--- src/rtl/req_ack_tx_if.sv ---
// Push port and request/acknowledge link of the req_ack_tx transmitter.
// master is the transmitter side, slave is the producer/receiver side.
interface req_ack_tx_if #(
    parameter int DW = 4
);
    logic          in_valid;
    logic [DW-1:0] in_data;
    logic          in_ready;
    logic [DW-1:0] data;
    logic          data_req;
    logic          data_ack;

    modport master (
        input  in_valid,
        input  in_data,
        input  data_ack,
        output in_ready,
        output data,
        output data_req
    );

    modport slave (
        output in_valid,
        output in_data,
        output data_ack,
        input  in_ready,
        input  data,
        input  data_req
    );
endinterface

--- src/rtl/req_ack_tx.sv ---
// Transmit side of the request/acknowledge link: push FIFO, ack synchroniser,
// 2-phase or 4-phase handshake FSM, sent-word counter and sticky ack timeout.
module req_ack_tx #(
    parameter int DW          = 4,
    parameter int DEPTH       = 4,
    parameter int PHASES      = 4,
    parameter int SYNC_STAGES = 2,
    parameter int TIMEOUT     = 255
) (
    input  logic         clk_a,
    input  logic         rst,
    req_ack_tx_if.master link,
    output logic         busy,
    output logic [15:0]  sent_cnt,
    output logic         ack_timeout
);
    localparam int              PW        = (DEPTH > 1) ? $clog2(DEPTH) : 1;
    localparam int              CW        = $clog2(DEPTH) + 1;
    localparam logic [CW-1:0]   DEPTH_V   = CW'(DEPTH);
    localparam logic [15:0]     TIMEOUT_V = 16'(TIMEOUT);
    localparam bit              TWO_PHASE = (PHASES == 2);

    typedef enum logic [1:0] {
        ST_IDLE    = 2'd0,
        ST_REQ     = 2'd1,
        ST_RELEASE = 2'd2
    } state_e;

    state_e        state_q;
    logic [DW-1:0] mem_q [DEPTH];
    logic [PW-1:0] wr_ptr_q;
    logic [PW-1:0] rd_ptr_q;
    logic [CW-1:0] count_q;
    logic [CW-1:0] count_d;
    logic [DW-1:0] data_q;
    logic          req_q;
    logic [15:0]   cnt_q;
    logic [15:0]   timer_q;
    logic          timeout_q;
    logic          busy_q;

    logic          ack_s;
    logic          push_s;
    logic          pop_s;
    logic          ack_done_s;

    // in_ready looks only at the registered count, never at a same-cycle pop
    assign link.in_ready = (count_q < DEPTH_V);
    assign push_s        = link.in_valid && link.in_ready;
    assign pop_s         = (state_q == ST_IDLE) && (count_q != '0);
    assign ack_done_s    = TWO_PHASE ? (ack_s == req_q) : ack_s;

    generate
        if (SYNC_STAGES == 0) begin : g_nosync
            assign ack_s = link.data_ack;
        end else begin : g_sync
            logic [SYNC_STAGES-1:0] sync_q;

            // acknowledge synchroniser chain
            always_ff @(posedge clk_a) begin
                if (rst) begin
                    sync_q <= '0;
                end else begin
                    sync_q[0] <= link.data_ack;
                    for (int i = 1; i < SYNC_STAGES; i++) begin
                        sync_q[i] <= sync_q[i-1];
                    end
                end
            end

            assign ack_s = sync_q[SYNC_STAGES-1];
        end
    endgenerate

    // FIFO occupancy after this cycle's push and pop
    always_comb begin
        count_d = count_q;
        case ({push_s, pop_s})
            2'b10:   count_d = count_q + CW'(1);
            2'b01:   count_d = count_q - CW'(1);
            default: count_d = count_q;
        endcase
    end

    // FIFO storage
    always_ff @(posedge clk_a) begin
        if (push_s) begin
            mem_q[wr_ptr_q] <= link.in_data;
        end
    end

    // FIFO pointers and count
    always_ff @(posedge clk_a) begin
        if (rst) begin
            wr_ptr_q <= '0;
            rd_ptr_q <= '0;
            count_q  <= '0;
        end else begin
            if (push_s) begin
                wr_ptr_q <= wr_ptr_q + PW'(1);
            end
            if (pop_s) begin
                rd_ptr_q <= rd_ptr_q + PW'(1);
            end
            count_q <= count_d;
        end
    end

    // handshake FSM with registered link outputs, counter, timer and busy
    always_ff @(posedge clk_a) begin
        if (rst) begin
            state_q   <= ST_IDLE;
            data_q    <= '0;
            req_q     <= 1'b0;
            cnt_q     <= 16'd0;
            timer_q   <= 16'd0;
            timeout_q <= 1'b0;
            busy_q    <= 1'b0;
        end else begin
            case (state_q)
                ST_IDLE: begin
                    timer_q <= 16'd0;
                    if (pop_s) begin
                        data_q  <= mem_q[rd_ptr_q];
                        req_q   <= TWO_PHASE ? ~req_q : 1'b1;
                        state_q <= ST_REQ;
                        busy_q  <= 1'b1;
                    end else begin
                        busy_q  <= (count_d != '0);
                    end
                end
                ST_REQ: begin
                    if (ack_done_s) begin
                        cnt_q   <= cnt_q + 16'd1;
                        timer_q <= 16'd0;
                        if (TWO_PHASE) begin
                            state_q <= ST_IDLE;
                            busy_q  <= (count_d != '0);
                        end else begin
                            req_q   <= 1'b0;
                            state_q <= ST_RELEASE;
                            busy_q  <= 1'b1;
                        end
                    end else if (timer_q != TIMEOUT_V) begin
                        // timer saturates at TIMEOUT; the flag is raised on the reaching edge
                        timer_q <= timer_q + 16'd1;
                        if (timer_q == TIMEOUT_V - 16'd1) begin
                            timeout_q <= 1'b1;
                        end
                    end
                end
                ST_RELEASE: begin
                    if (!ack_s) begin
                        state_q <= ST_IDLE;
                        timer_q <= 16'd0;
                        busy_q  <= (count_d != '0);
                    end else if (timer_q != TIMEOUT_V) begin
                        timer_q <= timer_q + 16'd1;
                        if (timer_q == TIMEOUT_V - 16'd1) begin
                            timeout_q <= 1'b1;
                        end
                    end
                end
                default: begin
                    state_q <= ST_IDLE;
                    timer_q <= 16'd0;
                    req_q   <= 1'b0;
                    busy_q  <= (count_d != '0);
                end
            endcase
        end
    end

    assign link.data     = data_q;
    assign link.data_req = req_q;
    assign busy          = busy_q;
    assign sent_cnt      = cnt_q;
    assign ack_timeout   = timeout_q;
endmodule
--- src/flat_wrapper.sv ---
// flat-port wrapper written by rule: the top's interface ports become plain ports
module req_ack_tx_flat 
#(
    parameter int DW          = 4,
    parameter int DEPTH       = 4,
    parameter int PHASES      = 4,
    parameter int SYNC_STAGES = 2,
    parameter int TIMEOUT     = 255
)
  (clk_a, rst, busy, sent_cnt, ack_timeout, link_in_valid, link_in_data, link_data_ack, link_in_ready, link_data, link_data_req);
  req_ack_tx_if #(.DW(DW)) link_i ();
  input  logic clk_a;
  input  logic rst;
  output logic busy;
  output logic [15:0] sent_cnt;
  output logic ack_timeout;
  input wire logic [$bits(link_i.in_valid)-1:0] link_in_valid;
  input wire logic [$bits(link_i.in_data)-1:0] link_in_data;
  input wire logic [$bits(link_i.data_ack)-1:0] link_data_ack;
  output wire logic [$bits(link_i.in_ready)-1:0] link_in_ready;
  output wire logic [$bits(link_i.data)-1:0] link_data;
  output wire logic [$bits(link_i.data_req)-1:0] link_data_req;
  assign link_i.in_valid = link_in_valid;
  assign link_i.in_data = link_in_data;
  assign link_i.data_ack = link_data_ack;
  assign link_in_ready = link_i.in_ready;
  assign link_data = link_i.data;
  assign link_data_req = link_i.data_req;
  req_ack_tx #(.DW(DW), .DEPTH(DEPTH), .PHASES(PHASES), .SYNC_STAGES(SYNC_STAGES), .TIMEOUT(TIMEOUT)) u_core (.clk_a(clk_a), .rst(rst), .link(link_i), .busy(busy), .sent_cnt(sent_cnt), .ack_timeout(ack_timeout));
endmodule
--- config.mk ---
export PLATFORM = sky130hd
export DESIGN_NAME = req_ack_tx_flat
export DESIGN_NICKNAME = d
export VERILOG_FILES = /design/src/rtl/req_ack_tx_if.sv /design/src/rtl/req_ack_tx.sv /design/src/flat_wrapper.sv
export SDC_FILE = /design/constraint.sdc
export NUM_CORES = 1
export LEC_CHECK = 0
export CAP_MARGIN = 20
export CORE_AREA = 2 2 76 78
export CTS_CLUSTER_SIZE = 25
export DETAILED_ROUTE_END_ITERATION = 8
export DIE_AREA = 0 0 78 80
export GPL_TIMING_DRIVEN = 0
export PLACE_DENSITY = 0.77
export SKIP_LAST_GASP = 1
export SYNTH_ARGS = -nofsm -noshare
export SYNTH_HDL_FRONTEND = slang
export SYNTH_SLANG_ARGS = --single-unit
--- constraint.sdc ---
create_clock -name clk_a -period 2.5 [get_ports clk_a]
set_input_delay 0.5 -clock clk_a [delete_from_list [all_inputs] [get_ports clk_a]]
set_output_delay 0.5 -clock clk_a [all_outputs]
set_load 0.05 [all_outputs]
==> results of run 1 <==
[cells in the mapped netlist (2+ instances only)]
cell type,instances,area (sq um)
sky130_fd_sc_hd__nand2_1,18,67.6
sky130_fd_sc_hd__a21oi_1,16,80.1
sky130_fd_sc_hd__o21ai_0,7,35.0
sky130_fd_sc_hd__inv_1,13,48.8
sky130_fd_sc_hd__or4_1,4,30.0
sky130_fd_sc_hd__nor2_1,40,150
sky130_fd_sc_hd__buf_1,2,7.51
sky130_fd_sc_hd__nand3_1,11,55.1
sky130_fd_sc_hd__dfxtp_1,50,1000
sky130_fd_sc_hd__xnor2_1,12,105
sky130_fd_sc_hd__edfxtp_1,16,480
sky130_fd_sc_hd__nand4_1,9,56.3
sky130_fd_sc_hd__and4_1,4,35.0
sky130_fd_sc_hd__nor2b_1,4,25.0
sky130_fd_sc_hd__nor4_1,6,37.5
sky130_fd_sc_hd__nor3_1,4,20.0
sky130_fd_sc_hd__mux4_2,4,90.1
sky130_fd_sc_hd__and3_1,2,12.5
sky130_fd_sc_hd__and2_1,4,25.0
sky130_fd_sc_hd__o41ai_1,2,17.5
sky130_fd_sc_hd__mux2i_1,6,60.1
sky130_fd_sc_hd__o211ai_1,2,15.0
sky130_fd_sc_hd__a211oi_1,3,22.5
sky130_fd_sc_hd__o31a_1,2,17.5
sky130_fd_sc_hd__ha_1,11,138
sky130_fd_sc_hd__xor2_1,10,87.6
sky130_fd_sc_hd__clkbuf_1,8,30.0
sky130_fd_sc_hd__or3_1,7,43.8
[per-layer routing]
metal | track usage [%] | up-vias | routed length [microns]
met5 | 0 | - | 0
met4 | 6.49 | 0 | 23
met3 | 6.45 | 2 | 217
met2 | 31.6 | 47 | 2610
met1 | 23.3 | 1038 | 2570
li1 | - | 1130 | -
[cell families after synthesis]
group           after synthesis  share of synthesized area [%]
flops                        66                           50.2
mux                          11                           5.47
xor+xnor                     22                           6.53
simple gates                121                           21.4
buf+inv                      26                           3.52
fa+ha+maj                    12                           5.34
compound gates               36                           7.51
[through the flow]
step	hold slack [ps]	setup slack, ps	TNS, ps	utilization [%]	instances
5_1_grt	467	19.6	0	65.2	411
6_report	450	135	0	65.2	411
4_1_cts	452	49.9	0	65.1	411
3_5_place_dp	437	-216	-267	61.8	396
2_1_floorplan	414	242	0	-	294
3_3_place_gp	428	-192	-219	61.8	396
[what timing repair did]
item	4_1_cts	5_1_grt
setup buffers	0	0
endpoints found under the setup margin	2	2
gates resized for setup	0	2
[flip-flops by register name, indices dropped and copies added, names as in the netlist]
name                  flops
u_core.wr_ptr_q           2
u_core.busy               1
u_core.ack_timeout        1
u_core.state_q            2
u_core.link.data          4
u_core.g_sync.sync_q      2
u_core.link.data_req      1
u_core.count_q            3
u_core.timer_q           16
u_core.rd_ptr_q           2
u_core.sent_cnt          16
u_core.mem_q             16
[area by class of cell]
class                           instances  share of cell area (%)
Clock buffer                            9                    3.52
Sequential cell                        66                    42.1
Tap cell                               72                    2.56
Clock inverter                          7                    1.71
Inverter                               13                    1.39
Multi-Input combinational cell        202                    38.8
Buffer                                 12                    1.46
Timing Repair Buffer                   30                    8.53
[worst paths after layout]
kind | end | slack, ps | cells past startpoint | from
worst min register to register | u_core.g_sync.sync_q[1] | 450 | 1 | u_core.g_sync.sync_q[0]
worst min-delay path | u_core.g_sync.sync_q[1] | 450 | 1 | u_core.g_sync.sync_q[0]
worst max register to register | u_core.busy | 240 | 10 | u_core.state_q[0]
worst max-delay path | u_core.busy | 140 | 10 | link_in_valid
[critical path: stages]
cell and delay, ps:
sky130_fd_sc_hd__clkdlybuf4s50_1 440, sky130_fd_sc_hd__nor2b_1 150, sky130_fd_sc_hd__buf_1 270, sky130_fd_sc_hd__inv_1 80
sky130_fd_sc_hd__ha_1 230, sky130_fd_sc_hd__inv_1 70, sky130_fd_sc_hd__fa_1 430, sky130_fd_sc_hd__nand3b_1 120
sky130_fd_sc_hd__a21oi_1 80, sky130_fd_sc_hd__a311oi_1 250
[report_power, final]
group,total [uW],switching [uW],internal [uW]
Clock,827,380,448
Combinational,1000,586,417
Sequential,1300,78.5,1220
Total,3130,1040,2080
==> parameters.txt, run 1 <==
Parameter                              Value

GRT
  Pin count of the biggest net entering global routing    12
  Total routing usage reported by global routing    19.0%
  Number of antenna violations at the first check in global routing    0
  Global-route wire length before repair    about 9200 microns
  Congestion Overflow GR    0
  Via count of the first global-routing pass    ~2100

STA
  Worst Tran Pin Value    a little under 600 ps
  RSZ-0062 raised after global routing    no
  Post-layout minimum cycle time    2360 ps
  Final clock skew    ~11 ps
  Slew Limit Fails    0
  Maximum clock rate    ~420 MHz
  Final cycle utilization of the critical path    between 90% and 100%
  Fin. Hold Viols    0
  Slew Limit Headroom    60.1%
  Final setup viols    0

Yosys
  Post-synth EDFFs    16
  Post-synthesis cell type count    45
  Most used flip-flop cell after synthesis    sky130_fd_sc_hd__dfxtp_1
  Mean cell area of the mapped netlist    10.0 sq um
  Total standard cell area after synthesis    0.00295 sq mm
  Proportion of synthesized chip area in sequential cells    about 50%
  Async SR Flop Fraction    0%
  Mapped Cells    294
  Synthesized Nets    314
  Yosys Warn Count    0
  Register bit count reported by yosys    66

Cells and area
  Area taken by flip-flops and latches    around 0.0015 sq mm
  Share of layout cells above drive strength 1    7.96%
  Synth-to-Final Area Change    19.4%
  Post-layout nets    354
  Number of antenna repair diodes    0
  Commonest non-fill, non-tap cell in the layout    sky130_fd_sc_hd__dfxtp_1
  Filler Cells Inserted    approximately 450
  Area taken by multi-input logic gates    0.00137 sq mm
  Commonest cells after routing, fill and taps aside    50 x sky130_fd_sc_hd__dfxtp_1, 40 x sky130_fd_sc_hd__nor2_1, 30 x sky130_fd_sc_hd__clkdlybuf4s50_1
  Post-route cell area    around 0.0035 sq mm

Detailed routing
  Via Count    approximately 2200
  Initial DRC count    102
  Count of nets left with antenna violations after detail routing    0
  DRT Wirelength    5420 microns
  WL per Instance    13.2 microns
  First-pass DRT Iterations    4
  Average via count per standard cell    5.39
  DRC errors left    0

Floorplan
  Floorplan row count    27
  Ports placed on the boundary    32
  Core Box Area    between 0.005 and 0.006 sq mm
  Overall die area    0.00624 sq mm
  Floorplan die width    78 microns
  Initial Utilization    54.6%
  Floorplan die height    80 microns

Placement
  Placement Cell Area    between 0.003 and 0.004 sq mm
  HPWL after detailed placement    3920 microns
  Final weighted congestion in routability-driven placement    0.795
  IO Port Bufs    30

Critical path
  Crit path max fanout    8
  Critical path arrival    2610 ps
  Type of element capturing the critical path    flop
  Data required time of the critical path    ~2800 ps
  Kind of critical path    in2reg
  Startpoint class of the critical path    input pin

Pwr
  Overall power of the completed layout    around 3100 uW
  Static leakage    0.00121 uW
  Worst vdd rail ir drop    0.429 mV
  Power density cells    between 800 and 900 mW/mm^2

Status
  Outcome    complete, no violations

Worst hold path
  Hold Path Class    reg2reg

CTS
  Insertion delay of the later-clocked pin in the worst-skew pair    between 300 and 400 ps
  Clock root buffer    sky130_fd_sc_hd__clkbuf_8
  Clk sink count    66
  H-tree depth    3
  CTS Hold Buffers Added    0
  Clock buffers created by TritonCTS    9
  Clk slew on worst S/H paths    70 ps
  CTS tree    built
  Number of buffers on the longest clock path    2

Run
  # Max-Cap Violations    0
(Power assumes the default switching activity.)
==> inputs of run 2 (changes only) <==
CORE_AREA = 5 5 79 81   (was 2 2 76 78)
DIE_AREA = 0 0 84 86   (was 0 0 78 80)
==> run 2 against run 1 <==
Compared with the run above:
- via count decreased by 0.59%
- final cell count unchanged
- combinational power about the same
- routed wire length increased by 2.0%
- die area increased by 16%
- register-to-register slack about the same
- worst hold slack got worse by 2.9 ps
- worst setup slack improved by 95 ps
- largest cell class unchanged
- largest power group unchanged
==> parameters.txt, run 2 (synthesis results as in run 1) <==
Parameter                              Value

Status
  Outcome    complete, no violations

Worst hold path
  Hold Path Stages    1
  Hold Path Class    reg2reg
  Hold Crit Start    u_core.g_sync.sync_q[0]
  Sink of the worst hold path    u_core.g_sync.sync_q[1]

Floorplan
  Floorplan die width    84 microns
  Floorplan die height    86 microns
  Ports placed on the boundary    32
  Floorplan row count    27
  Overall die area    a little over 0.007 sq mm
  Core Box Area    0.00541 sq mm
  Initial Utilization    54.6%

STA
  Post-layout minimum cycle time    2270 ps
  Minimum setup slack in the final design    230 ps
  Slew Limit Fails    0
  Final setup viols    0
  Worst Tran Pin Value    558 ps
  Final cycle utilization of the critical path    90.8%
  Fin. Hold Viols    0
  Final clock skew    12.1 ps
  RSZ-0062 raised after global routing    no
  Slew Limit Headroom    approximately 63%
  Maximum clock rate    about 440 MHz

Detailed routing
  DRC errors left    0
  Average via count per standard cell    5.36
  Count of nets left with antenna violations after detail routing    0
  First-pass DRT Iterations    4
  DRT Wirelength    5530 microns
  WL per Instance    13.5 microns
  Initial DRC count    72
  Via Count    2204

Critical path
  Startpoint class of the critical path    flop
  Worst flop-to-flop path startpoint    u_core.state_q[0]
  Register-to-Register Path Depth    10
  Type of element capturing the critical path    flop
  Critical path origin    u_core.state_q[0]
  Delay of the slowest cell on the worst path    370 ps
  Flop2flop setup slack    230 ps
  Critical-path top delay cell    sky130_fd_sc_hd__fa_1
  Worst reg2reg path endpoint    u_core.busy
  Crit path max fanout    8
  Series of cell instances along the critical path    inv_1 -> ha_1 -> o31a_2 -> ha_1 -> inv_1 -> fa_1 -> xor2_1 -> nor2_1 -> xnor2_1 -> a311oi_1
  Kind of critical path    reg2reg
  Critical path arrival    2520 ps
  Data required time of the critical path    about 2800 ps

Cells and area
  Synth-to-Final Area Change    20.6%
  Share of layout cells above drive strength 1    8.85%
  Commonest cells after routing, fill and taps aside    50 x sky130_fd_sc_hd__dfxtp_1, 40 x sky130_fd_sc_hd__nor2_1, 30 x sky130_fd_sc_hd__clkdlybuf4s50_1
  Fin util    65.8%
  Number of antenna repair diodes    0
  Commonest non-fill, non-tap cell in the layout    sky130_fd_sc_hd__dfxtp_1
  Post-layout nets    roughly 350
  Number of standard cells in the layout, taps in and fillers out    411

CTS
  Number of setup buffers added after CTS    0
  Clock buffers created by TritonCTS    9
  Insertion delay of the later-clocked pin in the worst-skew pair    340 ps
  CTS tree    built
  Clk slew on worst S/H paths    about 70 ps
  Number of buffers on the longest clock path    2
  Clock root buffer    sky130_fd_sc_hd__clkbuf_8
  H-tree depth    3
  Clk sink count    66

Placement
  Post-Place Worst Slack    -214 ps
  IO Port Bufs    30
  Final weighted congestion in routability-driven placement    0.830
  HPWL after detailed placement    approximately 4000 microns
  Cell count after placement    396

GRT
  Via count of the first global-routing pass    2103
  Number of antenna violations at the first check in global routing    0
  Congestion Overflow GR    0
  Global-route wire length before repair    a little under 10000 microns
  Total routing usage reported by global routing    16.8%
  Pin count of the biggest net entering global routing    13

Run
  # Max-Cap Violations    0

Pwr
  Worst vdd rail ir drop    about 0.43 mV
  Static leakage    0.00122 uW
  Power density cells    915 mW/mm^2
-- run 2: layout make-up --
class                      instances  area [sq um]
inverter                          13          48.8
clock buffer                       9           124
sequential                        66          1480
tap                               72          90.1
clock inverter                     7          93.8
timing repair buffer              30           300
buffer                            12          52.6
fill                             428          1850
multi-input combinational        202          1370
-- run 2: critical path, delay by kind of cell, from the launching register on --
kind            cells  cell delay, ps
flops               1             330
xor+xnor            2             250
buf+inv             2             140
fa+ha+maj           3             780
compound gates      2             550
simple gates        1             130
-- run 2: stage by stage --
step                hold slack [ps]  power (uW)  TNS [ps]  cell area, sq um
floorplan                       414        2080         0              2950
global placement                426        2300      -206              3340
detailed placement              436        2330      -259              3340
CTS                             455        3290         0              3550
global route                    479        3450         0              3560
finish                          447        3260         0              3560
-- run 2: power by group --
group          internal (uW)  switching [uW]  leakage, uW
logic                    417             580     0.000563
clock network            559             403     0.000105
registers               1220            80.6     0.000552
-- run 2: what timing repair did --
action	in CTS	in global routing
hold buffers	0	0
setup endpoints to repair	1	2
resized for setup	0	3
pin swaps	0	0
-- run 2: worst max-delay path by stage --
stage / to / cells past startpoint / slack (ps)
finish: u_core.busy / 10 / 230
global route: u_core.busy / 10 / 60
CTS: u_core.busy / 10 / 50
detailed placement: u_core.busy / 10 / -210
global placement: u_core.busy / 10 / -190
floorplan: u_core.busy / 11 / 240
-- run 2: metal layers --
layer,vias up,track usage [%],routed length [microns]
met5,-,0,0
met4,0,7.02,108
met3,12,4.90,226
met2,34,28.8,2640
met1,1025,19.7,2550
li1,1133,-,-
==> inputs of run 3 (changes only) <==
SKIP_LAST_GASP = not set   (was 1)
==> results of run 3 <==
Same layout as run 2: the final DEF is identical, and so are final timing and power.
